==> src/rtl/xbar_switch_pkg.sv <==
// xbar_pkg -- shared definitions for the xbar_switch crossbar.
//   Default parameter constants, the port-index type, the packet record
//   carried through the switch, and a small wrap-around index helper.
package xbar_pkg;

    localparam int DEF_NUM_PORTS  = 4;
    localparam int DEF_DATA_W     = 4;
    localparam int DEF_ADDR_W     = 4;
    localparam int DEF_FIFO_DEPTH = 4;

    typedef logic [DEF_ADDR_W-1:0] port_idx_t;

    typedef struct packed {
        logic [DEF_DATA_W-1:0] data;
        port_idx_t             src;
        port_idx_t             dest;
    } pkt_t;

    // Next index after idx in a ring of n entries.
    function automatic int wrap_inc(input int idx, input int n);
        return (idx + 1 >= n) ? 0 : idx + 1;
    endfunction

endpackage

==> src/rtl/xbar_switch_arbiter.sv <==
// xbar_rr_arbiter -- round-robin arbiter, one instance per crossbar output.
//   clk    : clock, rising edge
//   reset  : asynchronous active-low reset (pointer returns to input 0)
//   req    : NUM_PORTS request lines
//   grant  : one-hot grant, combinational from req and the pointer register
// After granting input k the highest priority moves to input k+1 (mod
// NUM_PORTS); the pointer holds when nothing is granted.
module xbar_rr_arbiter
    import xbar_pkg::*;
#(
    parameter int NUM_PORTS = DEF_NUM_PORTS
) (
    input  logic                 clk,
    input  logic                 reset,
    input  logic [NUM_PORTS-1:0] req,
    output logic [NUM_PORTS-1:0] grant
);

    localparam int PTR_W = $clog2(NUM_PORTS);

    logic [PTR_W-1:0] ptr_r;
    logic [PTR_W-1:0] next_ptr_s;
    logic             found_s;

    // Scan from the pointer up to the top, then wrap to the inputs below it.
    always_comb begin
        grant      = '0;
        next_ptr_s = ptr_r;
        found_s    = 1'b0;
        for (int i = 0; i < NUM_PORTS; i++) begin
            if (!found_s && req[i] && (i >= int'(ptr_r))) begin
                grant[i]   = 1'b1;
                next_ptr_s = PTR_W'(wrap_inc(i, NUM_PORTS));
                found_s    = 1'b1;
            end else begin
                next_ptr_s = next_ptr_s;
            end
        end
        for (int i = 0; i < NUM_PORTS; i++) begin
            if (!found_s && req[i] && (i < int'(ptr_r))) begin
                grant[i]   = 1'b1;
                next_ptr_s = PTR_W'(wrap_inc(i, NUM_PORTS));
                found_s    = 1'b1;
            end else begin
                next_ptr_s = next_ptr_s;
            end
        end
    end

    // Priority pointer moves only when a grant is issued.
    always_ff @(posedge clk or negedge reset) begin
        if (!reset) begin
            ptr_r <= '0;
        end else if (found_s) begin
            ptr_r <= next_ptr_s;
        end else begin
            ptr_r <= ptr_r;
        end
    end

endmodule

==> src/rtl/xbar_switch.sv <==
// xbar_switch -- NUM_PORTS x NUM_PORTS packet crossbar with output FIFOs.
//   clk       : clock, rising edge
//   reset     : asynchronous active-low reset
//   data_in   : payload per input (slice i)
//   addr_in   : destination output index per input
//   valid_in  : input i presents a packet
//   rcv_rdy   : input i can accept a packet this cycle
//   data_out  : head-of-FIFO payload per output, 0 when empty
//   addr_out  : source index of the head packet, 0 when empty
//   data_read : consumer pops output j
//   data_rdy  : output j FIFO non-empty
//   drop_cnt  : (only with XBAR_SWITCH_DROP_CNT_EN) saturating count of
//               packets discarded for an out-of-range destination
// Each input owns one holding register; each output has a round-robin
// arbiter over the holding registers addressed to it and a FIFO of
// FIFO_DEPTH entries. A holding register that is granted frees on the same
// edge it moves into the FIFO, so an uncontended input streams one packet
// per cycle.
module xbar_switch
    import xbar_pkg::*;
#(
    parameter int NUM_PORTS  = DEF_NUM_PORTS,
    parameter int DATA_W     = DEF_DATA_W,
    parameter int ADDR_W     = DEF_ADDR_W,
    parameter int FIFO_DEPTH = DEF_FIFO_DEPTH
) (
    input  logic                        clk,
    input  logic                        reset,
    input  logic [NUM_PORTS*DATA_W-1:0] data_in,
    input  logic [NUM_PORTS*ADDR_W-1:0] addr_in,
    input  logic [NUM_PORTS-1:0]        valid_in,
    output logic [NUM_PORTS-1:0]        rcv_rdy,
    output logic [NUM_PORTS*DATA_W-1:0] data_out,
    output logic [NUM_PORTS*ADDR_W-1:0] addr_out,
    input  logic [NUM_PORTS-1:0]        data_read,
    output logic [NUM_PORTS-1:0]        data_rdy
`ifdef XBAR_SWITCH_DROP_CNT_EN
    ,
    output logic [15:0]                 drop_cnt
`endif
);

    localparam int PTR_W   = $clog2(FIFO_DEPTH);
    localparam int CNT_W   = PTR_W + 1;
    localparam int ENTRY_W = DATA_W + ADDR_W;

    typedef struct packed {
        logic [DATA_W-1:0] data;
        logic [ADDR_W-1:0] src;
        logic [ADDR_W-1:0] dest;
    } hold_t;

    hold_t                hold_r [NUM_PORTS];
    logic [NUM_PORTS-1:0] hold_vld_r;
    logic [NUM_PORTS-1:0] grant_s [NUM_PORTS];   // grant_s[output][input]
    logic [NUM_PORTS-1:0] freed_s;
    logic [NUM_PORTS-1:0] accept_s;
    logic [NUM_PORTS-1:0] in_range_s;

    // An input's holding register is freed if any output granted it.
    always_comb begin
        freed_s = '0;
        for (int j = 0; j < NUM_PORTS; j++) begin
            freed_s = freed_s | grant_s[j];
        end
    end

    assign rcv_rdy  = ~hold_vld_r | freed_s;
    assign accept_s = valid_in & rcv_rdy;

    for (genvar i = 0; i < NUM_PORTS; i++) begin : g_in
        assign in_range_s[i] = 32'(addr_in[i*ADDR_W +: ADDR_W]) < NUM_PORTS;
    end

    // Holding registers: load on transfer (out-of-range packets leave it
    // empty, which is the discard), clear when granted, otherwise hold.
    always_ff @(posedge clk or negedge reset) begin
        if (!reset) begin
            hold_vld_r <= '0;
            for (int i = 0; i < NUM_PORTS; i++) begin
                hold_r[i] <= '0;
            end
        end else begin
            for (int i = 0; i < NUM_PORTS; i++) begin
                if (accept_s[i]) begin
                    hold_vld_r[i]  <= in_range_s[i];
                    hold_r[i].data <= data_in[i*DATA_W +: DATA_W];
                    hold_r[i].src  <= ADDR_W'(i);
                    hold_r[i].dest <= addr_in[i*ADDR_W +: ADDR_W];
                end else if (freed_s[i]) begin
                    hold_vld_r[i]  <= 1'b0;
                end else begin
                    hold_vld_r[i]  <= hold_vld_r[i];
                end
            end
        end
    end

    for (genvar j = 0; j < NUM_PORTS; j++) begin : g_out
        logic [NUM_PORTS-1:0] req;
        logic [ENTRY_W-1:0]   push_entry;
        logic                 push;
        logic                 pop;
        logic                 full;
        logic [PTR_W-1:0]     wr_ptr_r;
        logic [PTR_W-1:0]     rd_ptr_r;
        logic [CNT_W-1:0]     cnt_r;
        logic [ENTRY_W-1:0]   mem_r [FIFO_DEPTH];

        assign full = (cnt_r == CNT_W'(FIFO_DEPTH));
        assign push = |grant_s[j];
        assign pop  = data_read[j] && (cnt_r != '0);

        // A full FIFO requests nothing, even if it is being popped now.
        always_comb begin
            req = '0;
            for (int i = 0; i < NUM_PORTS; i++) begin
                req[i] = hold_vld_r[i] && (hold_r[i].dest == ADDR_W'(j)) && !full;
            end
        end

        xbar_rr_arbiter #(
            .NUM_PORTS (NUM_PORTS)
        ) u_arb (
            .clk   (clk),
            .reset (reset),
            .req   (req),
            .grant (grant_s[j])
        );

        // One-hot grant selects the holding register to push.
        always_comb begin
            push_entry = '0;
            for (int i = 0; i < NUM_PORTS; i++) begin
                push_entry = push_entry |
                    ({ENTRY_W{grant_s[j][i]}} & {hold_r[i].data, hold_r[i].src});
            end
        end

        // FIFO storage; occupancy is tracked by count so full and empty
        // are distinct even though the pointers coincide in both.
        always_ff @(posedge clk or negedge reset) begin
            if (!reset) begin
                wr_ptr_r <= '0;
                rd_ptr_r <= '0;
                cnt_r    <= '0;
                for (int k = 0; k < FIFO_DEPTH; k++) begin
                    mem_r[k] <= '0;
                end
            end else begin
                if (push) begin
                    mem_r[wr_ptr_r] <= push_entry;
                    wr_ptr_r        <= wr_ptr_r + PTR_W'(1);
                end
                if (pop) begin
                    rd_ptr_r <= rd_ptr_r + PTR_W'(1);
                end
                case ({push, pop})
                    2'b10:   cnt_r <= cnt_r + CNT_W'(1);
                    2'b01:   cnt_r <= cnt_r - CNT_W'(1);
                    default: cnt_r <= cnt_r;
                endcase
            end
        end

        assign data_rdy[j] = (cnt_r != '0);
        assign data_out[j*DATA_W +: DATA_W] =
            data_rdy[j] ? mem_r[rd_ptr_r][ENTRY_W-1 -: DATA_W] : '0;
        assign addr_out[j*ADDR_W +: ADDR_W] =
            data_rdy[j] ? mem_r[rd_ptr_r][ADDR_W-1:0] : '0;
    end

`ifdef XBAR_SWITCH_DROP_CNT_EN
    logic [NUM_PORTS-1:0] drop_s;
    logic [16:0]          drop_sum_s;

    assign drop_s     = accept_s & ~in_range_s;
    assign drop_sum_s = {1'b0, drop_cnt} + 17'($countones(drop_s));

    // Several inputs may drop in one cycle; saturate at all-ones.
    always_ff @(posedge clk or negedge reset) begin
        if (!reset) begin
            drop_cnt <= 16'h0000;
        end else if (drop_sum_s[16]) begin
            drop_cnt <= 16'hFFFF;
        end else begin
            drop_cnt <= drop_sum_s[15:0];
        end
    end
`endif

endmodule

==> config.mk <==
export PLATFORM = sky130hd
export DESIGN_NAME = xbar_switch
export DESIGN_NICKNAME = d
export VERILOG_FILES = /design/src/rtl/xbar_switch_pkg.sv /design/src/rtl/xbar_switch_arbiter.sv /design/src/rtl/xbar_switch.sv
export SDC_FILE = /design/constraint.sdc
export NUM_CORES = 1
export LEC_CHECK = 0
export ABC_CLOCK_PERIOD_IN_PS = 4600
export BUFFER_PORTS_ARGS = -buffer_cell sky130_fd_sc_hd__buf_4
export CAP_MARGIN = 10
export CORE_MARGIN = 4
export CORE_UTILIZATION = 60
export DETAILED_ROUTE_END_ITERATION = 6
export GPL_ROUTABILITY_DRIVEN = 0
export PLACE_DENSITY = 0.85
export SLEW_MARGIN = 0
export SYNTH_ARGS = -nofsm -noshare
export SYNTH_HDL_FRONTEND = slang
export SYNTH_SLANG_ARGS = --single-unit
export TNS_END_PERCENT = 50
==> constraint.sdc <==
create_clock -name clk -period 4.6 [get_ports clk]
set_input_delay 0.92 -clock clk [delete_from_list [all_inputs] [get_ports clk]]
set_output_delay 0.92 -clock clk [all_outputs]
set_load 0.1 [all_outputs]
; Yosys cells after proc, flatten, opt, wreduce, memory -nomap -nowiden
; Cells that the tools add are included.
[word_totals]
input_bits = 42
output_inout_bits = 40
wordCells = 437
regBits = 203
[op_classes]
n_addsub = 16
n_eq_ne = 24
bitwise_logic = 42
n_lt_le_gt_ge = 40
n_mux = 124
n_reduce_logical = 144
[ops]
columns = cell, count
row1 = bitwise AND 8 bit, 16
row2 = bitwise mux 32 bit, 4
row3 = two-way mux 8 bit, 12
row4 = bitwise OR 8 bit, 12
row5 = logical AND 1 bit, 88
row6 = binary-select mux 8 bit (select 2 bit), 4
row7 = demux 8 bit (select 2 bit), 4
row8 = two-way mux 1 bit, 60
row9 = two-way mux 2 bit, 28
row10 = "== test 4 x 2 -> 1 bit, second input constant", 8
row11 = two-way mux 4 bit, 8
row12 = zero test 1 bit, 28
row13 = nonzero test 7 bit, 4
row14 = "greater-or-equal comparator 3 bit, second input constant", 8
row15 = NOT 2 -> 3 bit, 8
row16 = one-hot mux 3 bit (2 select lines), 4
row17 = "adder 2 x 1 -> 2 bit, second input constant", 8
row18 = "== test 4 x 1 -> 1 bit, second input constant", 4
row19 = "greater-or-equal comparator 1 x 2 -> 1 bit, first input constant", 8
row20 = zero test 4 bit, 4
row21 = "< comparator 1 x 2 -> 1 bit, first input constant", 8
row22 = "< comparator 4 x 3 -> 1 bit, second input constant", 4
row23 = bitwise OR 4 bit, 4
row24 = nonzero test 2 bit, 8
row25 = 13 further kinds, 46

; Longest topological paths before layout
[depth]
depth_word = 34
ltp_mapped = 13
depth_no_buf = 11

; Cells and area by module
; A second synthesis with hierarchy kept.
[unflattened]
hier_cells = 830
area_unflattened_um2 = 8826.0
[by_module_without_submodules]
columns = module, seq_area_each_um2, area_each_um2, cells_per_inst, instances
row1 = xbar_switch, 4078.9, 7900.1, 710, 1
row2 = xbar_rr_arbiter, 50.0, 231.5, 30, 4

; Least setup slack after synthesis
; Ideal clock, no wire load.
[synth_timing]
kind = register to output
start = register hold_r[0] in the netlist's numbering
end = output port rcv_rdy[3]
t_arrival_ns = 2.651
path_slack_ns = 1.029
path_buffers = 1
stages_incl_launch_ff = 7
t_required_ns = 3.680
cell_sequence = dfrtp_1 or3_1 clkbuf_1 or3_1 a221oi_1 nand3b_1 or3_1
[synth_between]
elab_chain_cells = 9
elab_cells_between_ends = 24
[synth_rtl]
columns = item, line_no
row1 = "start, declared", xbar_switch.sv:53  ; hold_t hold_r [NUM_PORTS];
row2 = == test 4 x 1 -> 1 bit / zero test 4 bit (equally long branches), xbar_switch.sv:118  ; req[i] = hold_vld_r[i] && (hold_r[i].dest == ADDR_W'(j)) && !full;
row3 = logical AND 1 bit (2 in a row), xbar_switch.sv:118
row4 = logical AND 1 bit, xbar_switch_arbiter.sv:31  ; if (!found_s && req[i] && (i >= int'(ptr_r))) begin
row5 = two-way mux 1 bit, xbar_switch_arbiter.sv:31
row6 = bitwise OR 4 bit (2 in a row), xbar_switch.sv:64  ; freed_s = freed_s | grant_s[j];
row7 = bitwise OR 4 bit (*), xbar_switch.sv:64
row8 = bitwise OR 4 bit (*), xbar_switch.sv:68  ; assign rcv_rdy = ~hold_vld_r | freed_s;
row9 = "end, declared", xbar_switch.sv:32  ; output logic [NUM_PORTS-1:0] rcv_rdy,
; Mark *: on every way between the ends. The rest lies on a longest branch, timed or not.

; Worst setup path after layout
[layout_timing]
start = register hold_r[37] in the netlist's numbering
end = output port rcv_rdy[0]
[layout_between]
elab_chain_cells = 24
elab_cells_between_ends = 84
[layout_rtl]
columns = item, line_no
row1 = == test 4 x 1 -> 1 bit / zero test 4 bit (equally long branches), xbar_switch.sv:118
row2 = logical AND 1 bit (2 in a row), xbar_switch.sv:118
row3 = logical AND 1 bit, xbar_switch_arbiter.sv:31
row4 = two-way mux 1 bit, xbar_switch_arbiter.sv:31
row5 = zero test 1 bit, xbar_switch_arbiter.sv:31
row6 = logical AND 1 bit (2 in a row), xbar_switch_arbiter.sv:31
row7 = two-way mux 1 bit, xbar_switch_arbiter.sv:31
row8 = zero test 1 bit, xbar_switch_arbiter.sv:31
row9 = [4 not listed], n/a
row10 = logical AND 1 bit, xbar_switch_arbiter.sv:31
row11 = two-way mux 1 bit, xbar_switch_arbiter.sv:31
row12 = zero test 1 bit, xbar_switch_arbiter.sv:40  ; if (!found_s && req[i] && (i < int'(ptr_r))) begin
row13 = logical AND 1 bit (2 in a row), xbar_switch_arbiter.sv:40
row14 = two-way mux 1 bit, xbar_switch_arbiter.sv:40
row15 = bitwise OR 4 bit (2 in a row), xbar_switch.sv:64
row16 = bitwise OR 4 bit (*), xbar_switch.sv:64
row17 = bitwise OR 4 bit (*), xbar_switch.sv:68
; Marks and branches as above.

==> impl_metrics.ini <==
[global_route]
top_usage_layer = met2
grt-ovfl-total = 0
grt_use_met1_pct = 34.7
first_global_vias = 6830
grt_usage_pct = 26.2
grt_use_met3_pct = 5.47
antenna_found_initial = 0
grt_pass1_wl_um = 36300
grt_start_max_net_pins = 93
use_met2_pct = 42.5

[sta]
hold_ws_ps = 476
slew_violations = 0
tns_ps = 0
setup_viol = 0
max_freq_mhz = 226
worst_pin_slew_ps = 1190
fin_skew_ps = 10.4
period_minus_slack_ps = 4420
final-hold-violation-count = 0
max-slew-margin-rel_pct = 18.9
rsz0062_at_grt = false
min_period_over_period_pct = 96.0

[yosys]
ys.flop_type = dfrtp_1
netlist_area_um2 = 9170
synth_warnings = 0
yosysSeqAreaShare_pct = 46.6
ys_ff_latch = 171
syn-mean-instance-area_um2 = 11.1
synth_cell_types = 77
synth_edf_count = 0
ys_async_sr_fraction_pct = 100
syn_inst = 826

[finish]
final_core_util_pct = 70.8
fin_cells = 1085
syn2layout_area_growth_pct = 13.8
nets = 954
stdcell_area_um2 = 10400
final_cell_mix = dfrtp_1, nand2_1, buf_4
diodes = 0
drive_gt1_share_pct = 26.1
final_common_cell = dfrtp_1

[place]
io_buffers = 73
dpl.cell_count = 1053
dp_hpwl_um = 15700
dpl_cell_area_um2 = 9840

[detailed_routing]
drt_iter0_drc = 876
ant_nets = 0
wl_per_cell_um = 20.2
drt_wl_total_um = 21900
first_pass_iters = 7
vias = 6916
vias_per_cell = 6.37
drc = 0

[die]
dieArea_um2 = 17300
die_h_um = 132
coreArea_um2 = 14800
pin_count = 82
floorplan.initialDensity_pct = 62.2
chipWidth_um = 132
rows = 44

[power]
leakage_uw = 0.00467
vdd_drop_max_uv = 512
power.density_nw_per_um2 = 801

[critical_path]
setup.worst_path.end = rcv_rdy[0]
ff2ff_setup_slack_ps = 710
cp_max_fo = 5
start_kind = flop
r2r_start = hold_r[37]$_DFFE_PN0P_
critical_path_arrival_ps = 3500
crit_start = hold_r[37]$_DFFE_PN0P_
worstSetupEndpointType = primary output
r2r_cells = 11
worstPathRequired_ps = 3680
reg2reg_to = g_out[1].cnt_r[2]$_DFFE_PN0P_
crit_type = reg2out

[run]
drv_cap = 0

[clocking]
h-tree-depth = 4
clock_path_buffers = 2
cts_made_buffers = 17
insertion_delay_ps = 440
cts_tree = yes
post-cts-setup-buffer-count = 0
clk_pin_slew_ps = 70
cts.hold.buffers_added = 0
cts_sinks = 171
clockRootBuffer = clkbuf_16

[worst_hold_path]
hp-class = reg2reg
hold_start = g_out[3].mem_r[20]$_DFFE_PN0P_

[run_status]
status = finished clean
[cells in the mapped netlist (3+ instances only)]
master,count,area share (%)
dfrtp_1,171,47
nand2_1,99,4.1
o21ai_0,74,4.0
mux2_2,71,8.7
inv_1,41,1.7
clkbuf_1,31,1.3
and2_1,30,2.0
nor2_1,27,1.1
mux4_2,24,5.9
ha_1,20,2.7
nand3_1,17,0.93
a21oi_1,14,0.76
xnor2_1,13,1.2
o22ai_1,12,0.82
xor2_1,12,1.1
nor3_1,11,0.60
or3_1,10,0.68
buf_4,9,0.74
nor3b_1,9,0.74
a22oi_1,7,0.57
a221oi_1,6,0.57
a32o_1,6,0.65
o41ai_4,6,1.8
a2111oi_0,5,0.48
nand2b_1,5,0.34
o211ai_1,5,0.41
a221o_1,4,0.44
and4bb_2,4,0.55
fa_1,4,0.87
o32ai_1,4,0.38
a211oi_1,3,0.25
a22o_1,3,0.29
a31oi_1,3,0.20
a32oi_1,3,0.29
buf_2,3,0.16
nor4_1,3,0.20
o21a_1,3,0.25
o221ai_1,3,0.29
or3b_2,3,0.29
or4_1,3,0.25
[timing repair]
item                                   in CTS  in global routing
endpoints found under the hold margin       0                  0
gates resized for setup                     0                  1
setup endpoints to repair                   0                  1
[state kept, by name, summed over array words and instances (netlist names)]
| signal | cells |
|---|---|
| g_out.rd_ptr_r | 8 |
| g_out.wr_ptr_r | 8 |
| hold_vld_r | 4 |
| g_out.mem_r | 96 |
| hold_r | 35 |
| g_out.u_arb.ptr_r | 8 |
| g_out.cnt_r | 12 |
[power by group]
part           switching [uW]  internal, uW  total [uW]
combinational            2490          1480        3970
clock                     627           825        1450
sequential                776          2170        2940
total                    3890          4470        8360
[area by class of cell]
cell class / instances / area, um2
multi-input combinational: 575 / 4550
fill: 1054 / 4320
sequential: 171 / 4280
timing repair buffer: 81 / 624
clock buffer: 18 / 439
tap: 184 / 230
clock inverter: 14 / 159
inverter: 42 / 158
[metal layers]
metal / share of wire (%) / vias up
met1: 41 / 3374
met5: 0.16 / -
li1: - / 3124
met3: 7.1 / 104
met4: 4.2 / 2
met2: 48 / 312
[worst max-delay path, cell delays in order, from the launching register on]
cell and delay (ps):
dfrtp_1 410, nor4b_1 840, nand2_1 210, a2111oi_1 860
or3b_4 300, or4_4 140, buf_4 290
[logic make-up (layout without fill, tap and decap cells)]
kind of cell,Yosys count,count (layout),synth area share [%]
fa+ha+maj,24,24,3.60
flops,171,171,46.6
xor+xnor,25,25,2.39
mux,98,98,14.9
buf+inv,87,155,4.06
other cells,1,8,0.0409
compound gates,181,181,14.7
simple gates,239,239,13.6
[worst min path at each step]
stage                                                end  slack, ps  cells past startpoint
final                     g_out[3].mem_r[20]$_DFFE_PN0P_        480                      2
after global routing       g_out[2].cnt_r[2]$_DFFE_PN0P_        500                      1
after CTS                 g_out[2].mem_r[14]$_DFFE_PN0P_        480                      2
after detailed placement  g_out[2].mem_r[14]$_DFFE_PN0P_        470                      2
after global placement    g_out[2].mem_r[14]$_DFFE_PN0P_        460                      2
after floorplan           g_out[2].mem_r[15]$_DFFE_PN0P_        440                      2
[per-stage QoR]
step | total power, uW | worst slack (ps)
after floorplan | 5880 | 1030
after global placement | 6700 | 905
after detailed placement | 6860 | 764
after CTS | 8340 | 178
after global routing | 8840 | 95.7
final | 8360 | 182
Note: power is estimated with default switching activity, not from simulation.
